`src/rtl/cacheline_arbiter_pkg.sv`:
```
// Shared types for the I/D cacheline arbiter: widths, line/beat types and FSM states.
package arbiter_types;

    localparam int unsigned LINE_WIDTH  = 256;
    localparam int unsigned BURST_WIDTH = 64;
    localparam int unsigned ADDR_WIDTH  = 32;
    localparam int unsigned BEATS       = LINE_WIDTH / BURST_WIDTH;
    localparam int unsigned BEAT_IDX_W  = $clog2(BEATS);
    localparam int unsigned OFFSET_W    = $clog2(LINE_WIDTH / 8);

    typedef logic [LINE_WIDTH-1:0]  line_t;
    typedef logic [BURST_WIDTH-1:0] burst_t;
    typedef logic [ADDR_WIDTH-1:0]  addr_t;

    typedef enum logic [2:0] {
        StIdle,
        StIRd,
        StDRd,
        StDWr,
        StDone
    } arb_state_t;

    function automatic addr_t line_align(addr_t addr);
        return {addr[ADDR_WIDTH-1:OFFSET_W], {OFFSET_W{1'b0}}};
    endfunction

endpackage

```
`src/rtl/cacheline_arbiter_if.sv`:
```
// Cache-side and memory-side signals of the cacheline arbiter; master is the arbiter itself.
interface cacheline_arbiter_if;
    import arbiter_types::*;

    logic   i_read;
    addr_t  i_addr;
    line_t  i_rdata;
    logic   i_resp;

    logic   d_read;
    logic   d_write;
    addr_t  d_addr;
    line_t  d_wdata;
    line_t  d_rdata;
    logic   d_resp;

    logic   pmem_read;
    logic   pmem_write;
    addr_t  pmem_addr;
    burst_t pmem_wdata;
    burst_t pmem_rdata;
    logic   pmem_resp;

    modport master (
        input  i_read, i_addr, d_read, d_write, d_addr, d_wdata, pmem_rdata, pmem_resp,
        output i_rdata, i_resp, d_rdata, d_resp, pmem_read, pmem_write, pmem_addr, pmem_wdata
    );

    modport slave (
        output i_read, i_addr, d_read, d_write, d_addr, d_wdata, pmem_rdata, pmem_resp,
        input  i_rdata, i_resp, d_rdata, d_resp, pmem_read, pmem_write, pmem_addr, pmem_wdata
    );

endinterface

```
`src/rtl/cacheline_arbiter_line_burst_buffer.sv`:
```
// Line buffer: parallel load of a write-back line, beat-indexed fill from memory, beat read mux.
module line_burst_buffer
    import arbiter_types::*;
(
    input  logic                  clk,
    input  logic                  rst,
    input  logic                  load,
    input  line_t                 load_line,
    input  logic                  beat_we,
    input  logic [BEAT_IDX_W-1:0] beat_idx,
    input  burst_t                beat_wdata,
    output line_t                 line,
    output burst_t                beat_rdata
);

    line_t line_q;

    always_ff @(posedge clk or negedge rst) begin
        if (!rst) begin
            line_q <= '0;
        end else if (load) begin
            line_q <= load_line;
        end else if (beat_we) begin
            line_q[beat_idx*BURST_WIDTH +: BURST_WIDTH] <= beat_wdata;
        end
    end

    assign line       = line_q;
    assign beat_rdata = line_q[beat_idx*BURST_WIDTH +: BURST_WIDTH];

endmodule

```
`src/rtl/cacheline_arbiter.sv`:
```
// Round-robin arbiter sharing one burst memory port between I- and D-cache; each line
// transfer is split into BEATS memory beats.
module cacheline_arbiter
    import arbiter_types::*;
(
    input  logic                clk,
    input  logic                rst,
    cacheline_arbiter_if.master bus
);

    arb_state_t            state_q;
    logic [BEAT_IDX_W-1:0] cnt_q;
    logic                  prio_d_q;  // 1: D-cache wins the next contended grant
    logic                  gnt_d_q;
    addr_t                 addr_q;

    logic   d_req;
    logic   d_wins;
    logic   busy_rd;
    logic   beat_we;
    logic   load;
    logic   last_beat;
    line_t  line;
    burst_t beat_rdata;

    assign d_req     = bus.d_read | bus.d_write;
    assign d_wins    = d_req & (prio_d_q | ~bus.i_read);
    assign busy_rd   = (state_q == StIRd) || (state_q == StDRd);
    assign beat_we   = busy_rd & bus.pmem_resp;
    assign load      = (state_q == StIdle) & d_wins & bus.d_write;
    assign last_beat = (cnt_q == BEAT_IDX_W'(BEATS - 1));

    always_ff @(posedge clk or negedge rst) begin
        if (!rst) begin
            state_q  <= StIdle;
            cnt_q    <= '0;
            prio_d_q <= 1'b1;
            gnt_d_q  <= 1'b0;
            addr_q   <= '0;
        end else begin
            unique case (state_q)
                StIdle: begin
                    if (bus.i_read | d_req) begin
                        cnt_q    <= '0;
                        gnt_d_q  <= d_wins;
                        prio_d_q <= ~d_wins;
                        if (d_wins) begin
                            addr_q  <= line_align(bus.d_addr);
                            // Write-back takes precedence over a simultaneous D-side read.
                            state_q <= bus.d_write ? StDWr : StDRd;
                        end else begin
                            addr_q  <= line_align(bus.i_addr);
                            state_q <= StIRd;
                        end
                    end
                end
                StIRd, StDRd, StDWr: begin
                    if (bus.pmem_resp) begin
                        cnt_q <= cnt_q + 1'b1;
                        if (last_beat) begin
                            state_q <= StDone;
                        end
                    end
                end
                StDone: state_q <= StIdle;
                default: state_q <= StIdle;
            endcase
        end
    end

    line_burst_buffer u_buf (
        .clk        (clk),
        .rst        (rst),
        .load       (load),
        .load_line  (bus.d_wdata),
        .beat_we    (beat_we),
        .beat_idx   (cnt_q),
        .beat_wdata (bus.pmem_rdata),
        .line       (line),
        .beat_rdata (beat_rdata)
    );

    assign bus.pmem_read  = busy_rd;
    assign bus.pmem_write = (state_q == StDWr);
    assign bus.pmem_addr  = addr_q;
    assign bus.pmem_wdata = beat_rdata;
    assign bus.i_resp     = (state_q == StDone) & ~gnt_d_q;
    assign bus.d_resp     = (state_q == StDone) & gnt_d_q;
    assign bus.i_rdata    = line;
    assign bus.d_rdata    = line;

endmodule

```
`src/flat_wrapper.sv`:
```
// flat-port wrapper written by rule: the top's interface ports become plain ports
module cacheline_arbiter_flat import arbiter_types::*;
  (clk, rst, bus_i_read, bus_i_addr, bus_d_read, bus_d_write, bus_d_addr, bus_d_wdata, bus_pmem_rdata, bus_pmem_resp, bus_i_rdata, bus_i_resp, bus_d_rdata, bus_d_resp, bus_pmem_read, bus_pmem_write, bus_pmem_addr, bus_pmem_wdata);
  cacheline_arbiter_if bus_i ();
  input  logic clk;
  input  logic rst;
  input wire logic [$bits(bus_i.i_read)-1:0] bus_i_read;
  input wire logic [$bits(bus_i.i_addr)-1:0] bus_i_addr;
  input wire logic [$bits(bus_i.d_read)-1:0] bus_d_read;
  input wire logic [$bits(bus_i.d_write)-1:0] bus_d_write;
  input wire logic [$bits(bus_i.d_addr)-1:0] bus_d_addr;
  input wire logic [$bits(bus_i.d_wdata)-1:0] bus_d_wdata;
  input wire logic [$bits(bus_i.pmem_rdata)-1:0] bus_pmem_rdata;
  input wire logic [$bits(bus_i.pmem_resp)-1:0] bus_pmem_resp;
  output wire logic [$bits(bus_i.i_rdata)-1:0] bus_i_rdata;
  output wire logic [$bits(bus_i.i_resp)-1:0] bus_i_resp;
  output wire logic [$bits(bus_i.d_rdata)-1:0] bus_d_rdata;
  output wire logic [$bits(bus_i.d_resp)-1:0] bus_d_resp;
  output wire logic [$bits(bus_i.pmem_read)-1:0] bus_pmem_read;
  output wire logic [$bits(bus_i.pmem_write)-1:0] bus_pmem_write;
  output wire logic [$bits(bus_i.pmem_addr)-1:0] bus_pmem_addr;
  output wire logic [$bits(bus_i.pmem_wdata)-1:0] bus_pmem_wdata;
  assign bus_i.i_read = bus_i_read;
  assign bus_i.i_addr = bus_i_addr;
  assign bus_i.d_read = bus_d_read;
  assign bus_i.d_write = bus_d_write;
  assign bus_i.d_addr = bus_d_addr;
  assign bus_i.d_wdata = bus_d_wdata;
  assign bus_i.pmem_rdata = bus_pmem_rdata;
  assign bus_i.pmem_resp = bus_pmem_resp;
  assign bus_i_rdata = bus_i.i_rdata;
  assign bus_i_resp = bus_i.i_resp;
  assign bus_d_rdata = bus_i.d_rdata;
  assign bus_d_resp = bus_i.d_resp;
  assign bus_pmem_read = bus_i.pmem_read;
  assign bus_pmem_write = bus_i.pmem_write;
  assign bus_pmem_addr = bus_i.pmem_addr;
  assign bus_pmem_wdata = bus_i.pmem_wdata;
  cacheline_arbiter u_core (.clk(clk), .rst(rst), .bus(bus_i));
endmodule
```
`config.mk`:
```
export PLATFORM = sky130hd
export DESIGN_NAME = cacheline_arbiter_flat
export DESIGN_NICKNAME = d
export VERILOG_FILES = /design/src/rtl/cacheline_arbiter_pkg.sv /design/src/rtl/cacheline_arbiter_if.sv /design/src/rtl/cacheline_arbiter_line_burst_buffer.sv /design/src/rtl/cacheline_arbiter.sv /design/src/flat_wrapper.sv
export SDC_FILE = /design/constraint.sdc
export NUM_CORES = 1
export LEC_CHECK = 0
export CAP_MARGIN = 20
export CORE_AREA = 2 2 392 394
export DETAILED_ROUTE_END_ITERATION = 12
export DIE_AREA = 0 0 394 396
export SLEW_MARGIN = 20
export SYNTH_ARGS = -nofsm -noshare
export SYNTH_HDL_FRONTEND = slang
export SYNTH_SLANG_ARGS = --single-unit
```
`constraint.sdc`:
```
create_clock -name clk -period 5.3 [get_ports clk]
set_clock_uncertainty 0.1 [all_clocks]
set_input_delay 1.06 -clock clk [delete_from_list [all_inputs] [get_ports clk]]
set_output_delay 1.06 -clock clk [all_outputs]
set_load 0.05 [all_outputs]
```
## Word-level counts from Yosys, hierarchy flattened

Index checks and enable logic that the tools add are counted.

- Bits of input ports: 390
- Flip-flop bits (word level): 295

- Bitwise gates (word level): 12
- Eq/ne operators: 8
- Add/sub/neg operators: 2
- Reduce and logical (&&, ||, !) cells: 8
- Shifts and indexed selects: 3
- Muxes and demuxes: 13

Operators with widths:

| cell | count |
|---|---|
| 2-to-1 mux 256 bit | 2 |
| bitwise mux 256 bit | 1 |
| variable shift 64 x 34 -> 256 bit, first input constant | 1 |
| indexed part select 256 x 9 -> 64 bit | 1 |
| indexed part select 64 x 34 -> 256 bit | 1 |
| negation 8 -> 34 bit | 1 |
| 2-to-1 mux 32 bit | 1 |
| 2-to-1 mux 3 bit | 4 |
| AND 1 bit | 6 |
| == test 3 x 2 -> 1 bit, second input constant | 2 |
| case mux 3 bit (2 select lines) | 1 |
| AND reduction 3 bit | 2 |
| 2-to-1 mux 2 bit | 2 |
| != test 2 bit, second input constant | 2 |
| case mux 2 bit (2 select lines) | 1 |
| nonzero test 2 bit | 2 |
| == test 3 x 1 -> 1 bit, second input constant | 1 |
| == test 3 bit, second input constant | 1 |
| zero test 3 bit | 1 |
| inverter 1 bit | 3 |
| bitwise OR 1 bit | 3 |
| OR reduction 3 bit | 1 |
| adder 2 x 1 -> 2 bit, second input constant | 1 |
| == test 2 bit, second input constant | 1 |
| 4 further kinds | 4 |

## Depth between registers and ports, before layout

Gate-level depths: netlist of the first run.

- Depth in word-level cells: 6
- Depth in mapped cells: 10
- Mapped depth without buffers: 6

## Hierarchy

From an unflattened synthesis of the first run, not the netlist that was laid out.

- Cell total of the unflattened synthesis: 1,390
- Area, all modules: 16,333.2 µm²

Modules (own cells, without submodules):

| module | area each (µm²) | sequential area each (µm²) | instances | cells an instance |
|---|---|---|---|---|
| line_burst_buffer | 12,639.6 | 6,406.1 | 1 | 946 |
| cacheline_arbiter | 3,693.5 | 852.1 | 1 | 444 |

## Least setup slack after synthesis of the first run

No wires, ideal clock.

- Path kind: register to output
- Start: register u_core.cnt_q[0]
- End: output port bus_pmem_wdata[0]
- Stages on the path, launching flop included: 5
- Slack: 2.146 ns
- Buffers on the path: 3
- Required time: 4.140 ns
- Arrival: 1.994 ns
- Cells stage by stage: dfrtp_1 -> clkbuf_1 -> clkbuf_1 -> buf_2 -> mux4_2

- Cells in the longest elaborated chain, start to end: 1

RTL lines:

| element | RTL line | RTL |
|---|---|---|
| start, declared | cacheline_arbiter.sv:12 | `logic [BEAT_IDX_W-1:0] cnt_q;` |
| start signal, assigned | cacheline_arbiter.sv:59 | `cnt_q <= cnt_q + 1'b1;` |
| indexed part select 256 x 9 -> 64 bit | cacheline_arbiter_line_burst_buffer.sv:29 | `assign beat_rdata = line_q[beat_idx*BURST_WIDTH +: BURST_WIDTH];` |
| end, declared | flat_wrapper.sv:22 | `output wire logic [$bits(bus_i.pmem_wdata)-1:0] bus_pmem_wdata;` |

Every way passes these cells.

## Final worst setup path of the first run

- Start: register u_core.cnt_q[0]
- End: output port bus_pmem_wdata[13]

Same word-level chain as after synthesis.

==> results of run 1 <==
[routing by layer]
layer / GRT usage (%) / wire length (µm) / vias up / share of wire [%]
met3: 4.66 / 11500 / 182 / 9.1
met2: 24.4 / 57800 / 1152 / 46
met5: 0 / 130 / - / 0.10
met4: 4.48 / 3710 / 18 / 2.9
met1: 20.2 / 53400 / 8957 / 42
li1: - / - / 7339 / -
[tightest hold or removal path, stage by stage, from the launching register on]
cell and delay [ns]:
dfrtp_1 0.34, nand2_1 0.04, o21ai_0 0.06
[cell families (layout without fill, tap and decap cells)]
family	count (synthesis)	in the layout	share of synthesized area [%]
and+or+nand+nor	569	569	13.9
AOI/OAI and AO/OA	324	324	12.0
muxes	193	193	16.8
xor gates and xnor gates	2	2	0.102
other	1	14	0.0217
buffers and inverters	403	1087	14.8
DFF	290	290	42.1
adders and majority gates	5	5	0.363
[registers in the layout, indices dropped and copies added, names as in the netlist]
register              flops
u_core.u_buf.line       256
u_core.bus.pmem_addr     27
u_core.state_q            3
u_core.cnt_q              2
u_core.gnt_d_q            1
u_core.prio_d_q           1
[where the power goes]
part | switching [mW] | internal (mW)
clock | 1.15 | 1.59
sequential | 1.87 | 3.20
combinational | 12.0 | 5.43
total | 15.0 | 10.2
[cell usage in the layout, fill, tap and decap left out, types with 2 or more instances in the layout]
cell               n
a221o_1            2
a22oi_1          155
a31oi_4            2
a32oi_4            2
buf_12            10
buf_4             21
clkbuf_1           8
clkbuf_16         41
clkbuf_8          10
clkdlybuf4s50_1  985
clkinv_2           6
conb_1             5
dfrtp_1          287
dfrtp_4            2
diode_2            9
ha_1               5
inv_1              3
mux2_1            72
mux2_2            57
mux4_2            64
nand2_1          413
nand2b_1           3
nand3_1          128
nor2_1             8
nor2b_1            2
nor3_1             2
nor4_4             2
nor4bb_4           2
o21ai_0          158
[stage by stage]
step,util (%),worst slack (ns),std cells,total power [mW]
after floorplan,-,2.15,1791,15.9
after global placement,18.2,0.987,4438,22.6
after detailed placement,18.2,0.909,4438,22.6
after CTS,19.0,0.641,4505,25.5
after global routing,19.0,0.594,4505,26.0
final,19.1,0.741,4514,25.2
[how the worst max path moves through the flow]
| stage | to | from |
|---|---|---|
| 6_report | bus_pmem_wdata[13] | u_core.cnt_q[0]$_DFFE_PN0P_ |
| 5_1_grt | bus_pmem_wdata[40] | u_core.cnt_q[0]$_DFFE_PN0P_ |
| 4_1_cts | bus_pmem_wdata[44] | u_core.cnt_q[0]$_DFFE_PN0P_ |
| 3_5_place_dp | u_core.u_buf.line[6]$_DFFE_PN0P_ | bus_d_write |
| 3_3_place_gp | u_core.u_buf.line[25]$_DFFE_PN0P_ | bus_d_write |
| 2_1_floorplan | bus_pmem_wdata[0] | u_core.cnt_q[0]$_DFFE_PN0P_ |
[cell type report]
cell class | instances | area (µm²)
Sequential cell | 290 | 7270
Clock buffer | 59 | 1190
Fill cell | 16700 | 123000
Antenna cell | 9 | 22.5
Clock inverter | 8 | 68.8
Inverter | 3 | 11.3
Timing Repair Buffer | 1017 | 10200
Multi-Input combinational cell | 1098 | 7550
Tap cell | 2030 | 2540
==> run_results.csv, run 1 <==
group,metric,value,unit
die,die-area,156000,µm²
clocking,clkSlewWorstSetupHoldPaths,0.06,ns
synth,synth_top_cell_by_area,"dfrtp_1",
synth,synth_top_cells_by_count,"nand2_1, dfrtp_1, buf_4",
route,drt_iter0_markers,1525,
synth,ys_seq_area_share,42.1,%
sta,timing.hold.ws,0.377,ns
worst_setup_path,path_cells,"buf_12 > mux4_2 > clkdlybuf4s50_1",
clocking,cts_buffer_depth,3,
synth,netlist.area_leader.share,41.9,%
clocking,cts_resized,0,
clocking,cts-root-buf,"clkbuf_16",
hold_path,min_to,"u_core.bus.pmem_addr[5]$_DFFE_PN0P_",
sta,rsz0062_at_grt,"false",
global_routing,grt_antenna_before_repair,38,
route,drt-total-wl,126,mm
route,vias_per_cell,3.91,
route,firstDrtPassIters,6,
die,rows,143,
place,place_congestion,1.00,
pwr,p_leak,11.2,nW
global_routing,grt_pass1_wl,166,mm
finish,design_area,28900,µm²
worst_setup_path,reg2reg_to,"u_core.u_buf.line[241]$_DFFE_PN0P_",
clocking,clock_latency,0.59,ns
worst_setup_path,timing.rr.start,"u_core.cnt_q[0]$_DFFE_PN0P_",
synth,synth.distinct_cells,41,
global_routing,grt_pass1_vias,17500,
route,post_drt_wl_per_cell,28.0,µm
worst_setup_path,cpPeakStageDelay,0.93,ns
place,dp_hpwl,98.9,mm
die,coreArea,152000,µm²
worst_setup_path,start_kind,"flop",
die,fp.dieH,396,µm
synth,yosysMostFrequentCell,"nand2_1",
synth,synth_area,17200,µm²
clocking,htree_levels,2,
synth,synth_warnings,0,
clocking,cts_hold_buf,0,
sta,worst_pin_slew,1.07,ns
sta,fin_crit_sh,86.0,%
synth,synth_area_per_cell,9.65,µm²
synth,ys_seq_elements,290,
global_routing,grt.total_usage,15.5,%
die,initial_core_util,11.4,%
synth,synth.area.top_cells,"dfrtp_1, buf_4, nand2_1",
global_routing,grt_max_degree,130,
sta,tns,0,ns
clocking,cts_buffers,38,
worst_setup_path,rrSetupSlack,1.87,ns
place,post_dp_cell_area,27600,µm²
worst_setup_path,arrival,3.40,ns
worst_setup_path,rr_worst_depth,7,
worst_setup_path,path_class,"reg -> out",
worst_setup_path,worst_path_max_delay_cell,"clkdlybuf4s50_1",
synth,async_reset_ff_share,100,%
die,io_pins,1002,
run_status,status,"completed",
worst_setup_path,worstPathMaxFanout,27,
clocking,post_cts_buffers,0,
worst_setup_path,cp_num_buf_inv,2,
synth,synth-edff-count,0,
die,die_w,394,µm
flow_run,maxCapViolCount,0,
place,io_buffers,986,
global_routing,overflow,0,
pwr,peakVddDrop,409,µV
sta,setup_viol,0,
worst_setup_path,path_delay_family,"buffers and inverters",
route,drc,0,
sta,max_clock_freq,0.219,GHz
sta,hold_viol,0,
hold_path,min-delay-start,"u_core.bus.pmem_addr[5]$_DFFE_PN0P_",
clocking,cts_tree,"built",
hold_path,hold_class,"reg -> reg",
synth,synthCells,1787,
worst_setup_path,cp-end-kind,"output port",
route,via_count,17600,
clocking,clock_sinks,290,
finish,nets,2843,
sta,maxSlewViolCount,0,
finish,layout-drive-gt1-share,9.25,%
worst_setup_path,cp_data_required_time,4.14,ns
synth,ys.flop_type,"dfrtp_1",
hold_path,holdPathStages,2,
pwr,power.density,873,nW/µm²
sta,period_needed,4.56,ns
finish,area_growth,67.5,%
worst_setup_path,crit_cells,3,
route,ant_nets,0,
sta,relSlewSlack,28.8,%
No activity file was read; power rests on OpenSTA's default activity.
==> run 2: changes to the inputs <==
CAP_MARGIN = 15   (was 20)
==> results of run 2 <==
No change in the layout: final DEF, timing and power equal those of run 1.
==> run 3: changes to the inputs <==
==> constraint.sdc (replaced) <==
create_clock -name clk -period 5.3 [get_ports clk]
set_clock_uncertainty 0.1 [all_clocks]
set_input_delay 0.53 -clock clk [delete_from_list [all_inputs] [get_ports clk]]
set_output_delay 0.53 -clock clk [all_outputs]
set_load 0.05 [all_outputs]
==> run 3 against run 2 <==
Net effect:
- global-route usage increased by 0.21 points
- combinational power about the same
- critical endpoint is now bus_pmem_wdata[28]
- critical path depth unchanged
- sequential power increased by 1%
- clock power about the same
- routed wire length increased by 0.94%
- hold slack got worse by 0.025 ns
- largest power group unchanged
- clock-buffer cell count increased by 1
==> run_results.csv, run 3 (synthesized netlist as in run 1, its figures left out) <==
group,metric,value,unit
global_routing,grt_antenna_before_repair,40,
die,io_pins,1002,
place,dp_hpwl,100,mm
die,coreArea,152000,µm²
sta,period_needed,4.10,ns
die,fp.dieH,396,µm
pwr,switchingPower,15.0,mW
worst_setup_path,worst_path_max_delay_cell,"dfrtp_4",
worst_setup_path,rrSetupSlack,1.83,ns
pwr,peakVddDrop,438,µV
route,via_count,17600,
route,drc,0,
route,post_drt_wl_per_cell,28.2,µm
route,firstDrtPassIters,5,
route,drt-total-wl,128,mm
global_routing,grt_pass1_vias,17500,
sta,hold_viol,0,
worst_setup_path,cp_num_buf_inv,2,
sta,max_clock_freq,0.244,GHz
worst_setup_path,path_cells,"buf_4 > mux4_2 > clkdlybuf4s50_1",
finish,largest_reg_flops,256,
place,io_buffers,986,
clocking,clkSlewWorstSetupHoldPaths,0.06,ns
die,initial_core_util,11.4,%
flow_run,maxCapViolCount,0,
pwr,p_seq_share,20.4,%
route,drt_iter0_markers,1376,
hold_path,min_to,"u_core.u_buf.line[75]$_DFFE_PN0P_",
pwr,p_int,10.2,mW
worst_setup_path,rr_worst_depth,7,
clocking,cts_buffers,40,
sta,rsz0062_at_grt,"false",
global_routing,grt_pass1_wl,168,mm
run_status,status,"completed",
route,vias_per_cell,3.88,
sta,tns,0,ns
worst_setup_path,path_class,"reg -> out",
finish,design_area,28900,µm²
pwr,swShare,59.6,%
finish,area_growth,67.6,%
place,preCtsSetupSlack,1.34,ns
die,die_w,394,µm
sta,worst_pin_slew,1.04,ns
sta,timing.final.ws_setup,1.20,ns
sta,fin_crit_sh,77.3,%
clocking,clock_latency,0.58,ns
worst_setup_path,arrival,3.47,ns
hold_path,min-delay-start,"bus_d_wdata[75]",
pwr,power,25.2,mW
pwr,pwr-share-clk,10.9,%
global_routing,grt.total_usage,15.7,%
finish,mostFrequentLayoutCells,"clkdlybuf4s50_1, nand2_1, dfrtp_1",
pwr,power_frac_comb,68.7,%
pwr,power.density,873,nW/µm²
finish,final_core_util,19.1,%
sta,maxSlewViolCount,0,
finish,final_common_cell,"clkdlybuf4s50_1",
finish,n_fill_cell,16800,
worst_setup_path,start_kind,"flop",
hold_path,hold_class,"in -> reg",
worst_setup_path,cp-end-kind,"output port",
worst_setup_path,path_delay_family,"buffers and inverters",
global_routing,grt_max_degree,118,
pwr,p_leak,11.2,nW
die,rows,143,
worst_setup_path,cp_data_required_time,4.67,ns
place,place_congestion,0.978,
clocking,cts_buffer_depth,3,
clocking,cts-root-buf,"clkbuf_16",
worst_setup_path,worstPathMaxFanout,36,
route,ant_nets,0,
clocking,clock_sinks,290,
clocking,htree_levels,2,
sta,relSlewSlack,30.4,%
hold_path,holdPathStages,3,
worst_setup_path,cpPeakStageDelay,1.01,ns
worst_setup_path,reg2reg_to,"u_core.u_buf.line[155]$_DFFE_PN0P_",
sta,setup_viol,0,
clocking,post_cts_buffers,0,
place,post_dp_cell_area,27600,µm²
finish,nets,2851,
die,die-area,156000,µm²
global_routing,overflow,0,
finish,layout-drive-gt1-share,9.41,%
clocking,cts_tree,"built",
worst_setup_path,timing.rr.start,"u_core.cnt_q[1]$_DFFE_PN0P_",
## run 3: cell count changes in the layout (fill, tap and decap cells not counted)
cell,before,now
dlygate4sd3_1,0,1
diode_2,9,12
clkinv_2,6,5
clkinvlp_4,0,2
clkbuf_8,10,6
buf_12,10,7
clkbuf_1,8,13
buf_4,21,29
inv_6,0,3
## run 3: tightest hold or removal path, delay by kind of cell
kind          cells  cell delay, ns
simple gates      2            0.09
buf+inv           1            0.39
## run 3: final cells by class
type,count,area [µm²],share of cell area [%]
inverters,3,11.3,0.0390
flip-flops and latches,290,7270,25.1
clock buffers,60,1160,4.00
repair buffers,1023,10200,35.4
multi-input cells,1098,7550,26.1
diodes,12,30.0,0.104
clock inverters,12,105,0.364
well taps,2030,2540,8.79
## run 3: repair_timing
item | CTS | global route
setup endpoints to repair | 0 | 0
hold endpoints to repair | 53 | 0
gates resized for setup | 0 | 0
hold buffers | 1 | 0
## run 3: power by group through the flow
stage          clock, mW  combinational (mW)  sequential [mW]
5_1_grt             2.92                17.9             5.25
2_1_floorplan          0                8.57             7.36
3_3_place_gp           0                17.5             5.14
4_1_cts             2.84                17.5             5.14
6_report            2.75                17.3             5.14
3_5_place_dp           0                17.5             5.15
## run 3: per-stage QoR
stage | instances | hold WS, ns
floorplan | 1791 | 0.134
global placement | 4443 | 0.364
detailed placement | 4443 | 0.369
CTS | 4516 | 0.286
global route | 4518 | 0.321
finish | 4528 | 0.352
## run 3: how the worst max path moves through the flow
stage,start,end,slack [ns],cells after the start
after floorplan,u_core.cnt_q[0]$_DFFE_PN0P_,u_core.u_buf.line[192]$_DFFE_PN0P_,2.53,9
after global placement,bus_i_read,u_core.u_buf.line[160]$_DFFE_PN0P_,1.43,6
after detailed placement,bus_i_read,u_core.u_buf.line[30]$_DFFE_PN0P_,1.34,6
after CTS,u_core.cnt_q[0]$_DFFE_PN0P_,bus_pmem_wdata[25],0.96,3
after global routing,u_core.cnt_q[0]$_DFFE_PN0P_,bus_pmem_wdata[28],0.96,3
final,u_core.cnt_q[0]$_DFFE_PN0P_,bus_pmem_wdata[28],1.20,3
## run 3: routing by layer
layer  wire [µm]  global-route usage [%]  part of all wire [%]  vias up
li1            -                       -                     -     7366
met1       53900                    20.8                    42     8858
met2       58000                    24.6                    45     1150
met3       11200                    4.06                   8.7      174
met4        4480                    5.17                   3.5       16
met5         108                       0                 0.085        -
==> RTL edit (config.mk and constraints of run 2) <==
Reset style: synchronous (`rst`), changed in 2 clocked blocks.
--- a/src/rtl/cacheline_arbiter_line_burst_buffer.sv
+++ b/src/rtl/cacheline_arbiter_line_burst_buffer.sv
@@ -16,5 +16,5 @@
     line_t line_q;
 
-    always_ff @(posedge clk or negedge rst) begin
+    always_ff @(posedge clk) begin
         if (!rst) begin
             line_q <= '0;
--- a/src/rtl/cacheline_arbiter.sv
+++ b/src/rtl/cacheline_arbiter.sv
@@ -31,5 +31,5 @@
     assign last_beat = (cnt_q == BEAT_IDX_W'(BEATS - 1));
 
-    always_ff @(posedge clk or negedge rst) begin
+    always_ff @(posedge clk) begin
         if (!rst) begin
             state_q  <= StIdle;
Function: changed (a bounded check fails within 4 cycles, from zero or initial values and one cycle with rst low; the reset may be asserted at any time).
==> RTL edit against run 2 <==
- area after synthesis fell by 6.6%
- die area did not move
- synthesized cell count fell by 14%
- sequential cell count did not move
- global-route usage rose by 0.58 points
- worst setup slack got worse by 0.15 ns
- routed wire length rose by 4.3%
- register-to-register slack improved by 0.03 ns
- cell area fell by 4.9%
- count of clock-buffer cells in the layout fell by 4
- critical path depth did not move
- highest routed layer unchanged
Power is not compared: it rests on default switching activity, and its combinational part moved more than twofold at a synthesized area within 25%.
==> RTL edit: results <==
metrics = {
    "outcome": {
        "outcome": "complete, no violations",
    },
    "layout": {
        "final_net_count": 2593,
        "diodes": 11,
        "multiInputCombCellCount": 832,
        "nonClkBufAreaFrac_pct": 37.6,
        "stdcell_count": 4264,
        "drive_above_1_share_pct": 13.2,
        "multi_input_area_mm2": 0.00747,
        "seq_cells": 290,
        "regArea_mm2": 0.00581,
        "clk_share_pct": 4.57,
        "inverters": 8,
        "n_all_buffers": 1027,
        "multi_input_area_share_pct": 27.2,
        "fillers": 16700,
    },
    "route": {
        "vias": 17000,
        "met3WireLength_um": 12500,
        "m1WireLength_um": 54400,
        "drt-total-wl_um": 132000,
        "drt_first_pass_iters": 7,
        "highest_layer": "met5",
    },
    "global_route": {
        "track_usage_pct": 16.0,
        "grt.met2_usage_pct": 26.1,
        "grt_max_degree": 91,
        "grt_pass1_wl_um": 168000,
        "antenna_found_initial": 46,
        "grt_pass1_vias": 15900,
        "grtUsageMet1_pct": 20.3,
    },
    "clocking": {
        "cts_buffers": 39,
    },
    "synthesis": {
        "ys_seq_area_share_pct": 36.0,
        "syn_area_mm2": 0.0161,
        "synthFlopType": "dfxtp_1",
        "synth_xor_area_share_pct": 0.171,
        "synthTopCellsByArea": "dfxtp_1 (36%), buf_4 (13%), a221oi_2 (10%)",
        "synth.top_cells.by_count": "dfxtp_1 (290), buf_4 (279), nor2_1 (161), and3_1 (131), a221o_1 (126)",
        "synth_compound_area_share_pct": 25.9,
        "async_reset_ff_share_pct": 0,
        "ys_types": 50,
        "synth_mux_area_share_pct": 9.01,
    },
    "critical_path": {
        "arrival_ns": 3.55,
        "max_stage_delay_ns": 0.88,
        "r2r_slack_ns": 1.90,
        "cp_max_fo": 28,
    },
    "timing": {
        "worst_hold_slack_ns": 0.422,
        "worst_pin_slew_ns": 1.16,
        "finalWorstSetupSlack_ns": 0.591,
    },
    "pwr": {
        "power_switching_mw": 5.52,
    },
    "place": {
        "dp_cells": 4186,
        "post_dp_cell_area_mm2": 0.0262,
        "place_hpwl_um": 105000,
    },
}
[RTL edit: changes by cell type after synthesis, moves of 57 or more]
cell / before / now
nand2_1: 413 / 6
dfxtp_1: 0 / 290
dfrtp_1: 289 / 0
a22oi_1: 155 / 0
nor2_1: 8 / 161
and3_1: 1 / 131
nand3_1: 128 / 3
a221o_1: 2 / 126
a221oi_2: 0 / 112
mux2_1: 72 / 0
mux2_2: 57 / 0
[RTL edit: final timing paths]
check                                   startpoint                                    end  depth (start not counted)
max                   u_core.cnt_q[0]$_SDFFE_PN0P_                     bus_pmem_wdata[13]                          3
min          u_core.bus.pmem_addr[21]$_SDFFE_PN0P_  u_core.bus.pmem_addr[21]$_SDFFE_PN0P_                          2
max reg2reg           u_core.cnt_q[1]$_SDFFE_PN0P_    u_core.u_buf.line[145]$_SDFFE_PN0P_                          7
min reg2reg  u_core.bus.pmem_addr[21]$_SDFFE_PN0P_  u_core.bus.pmem_addr[21]$_SDFFE_PN0P_                          2
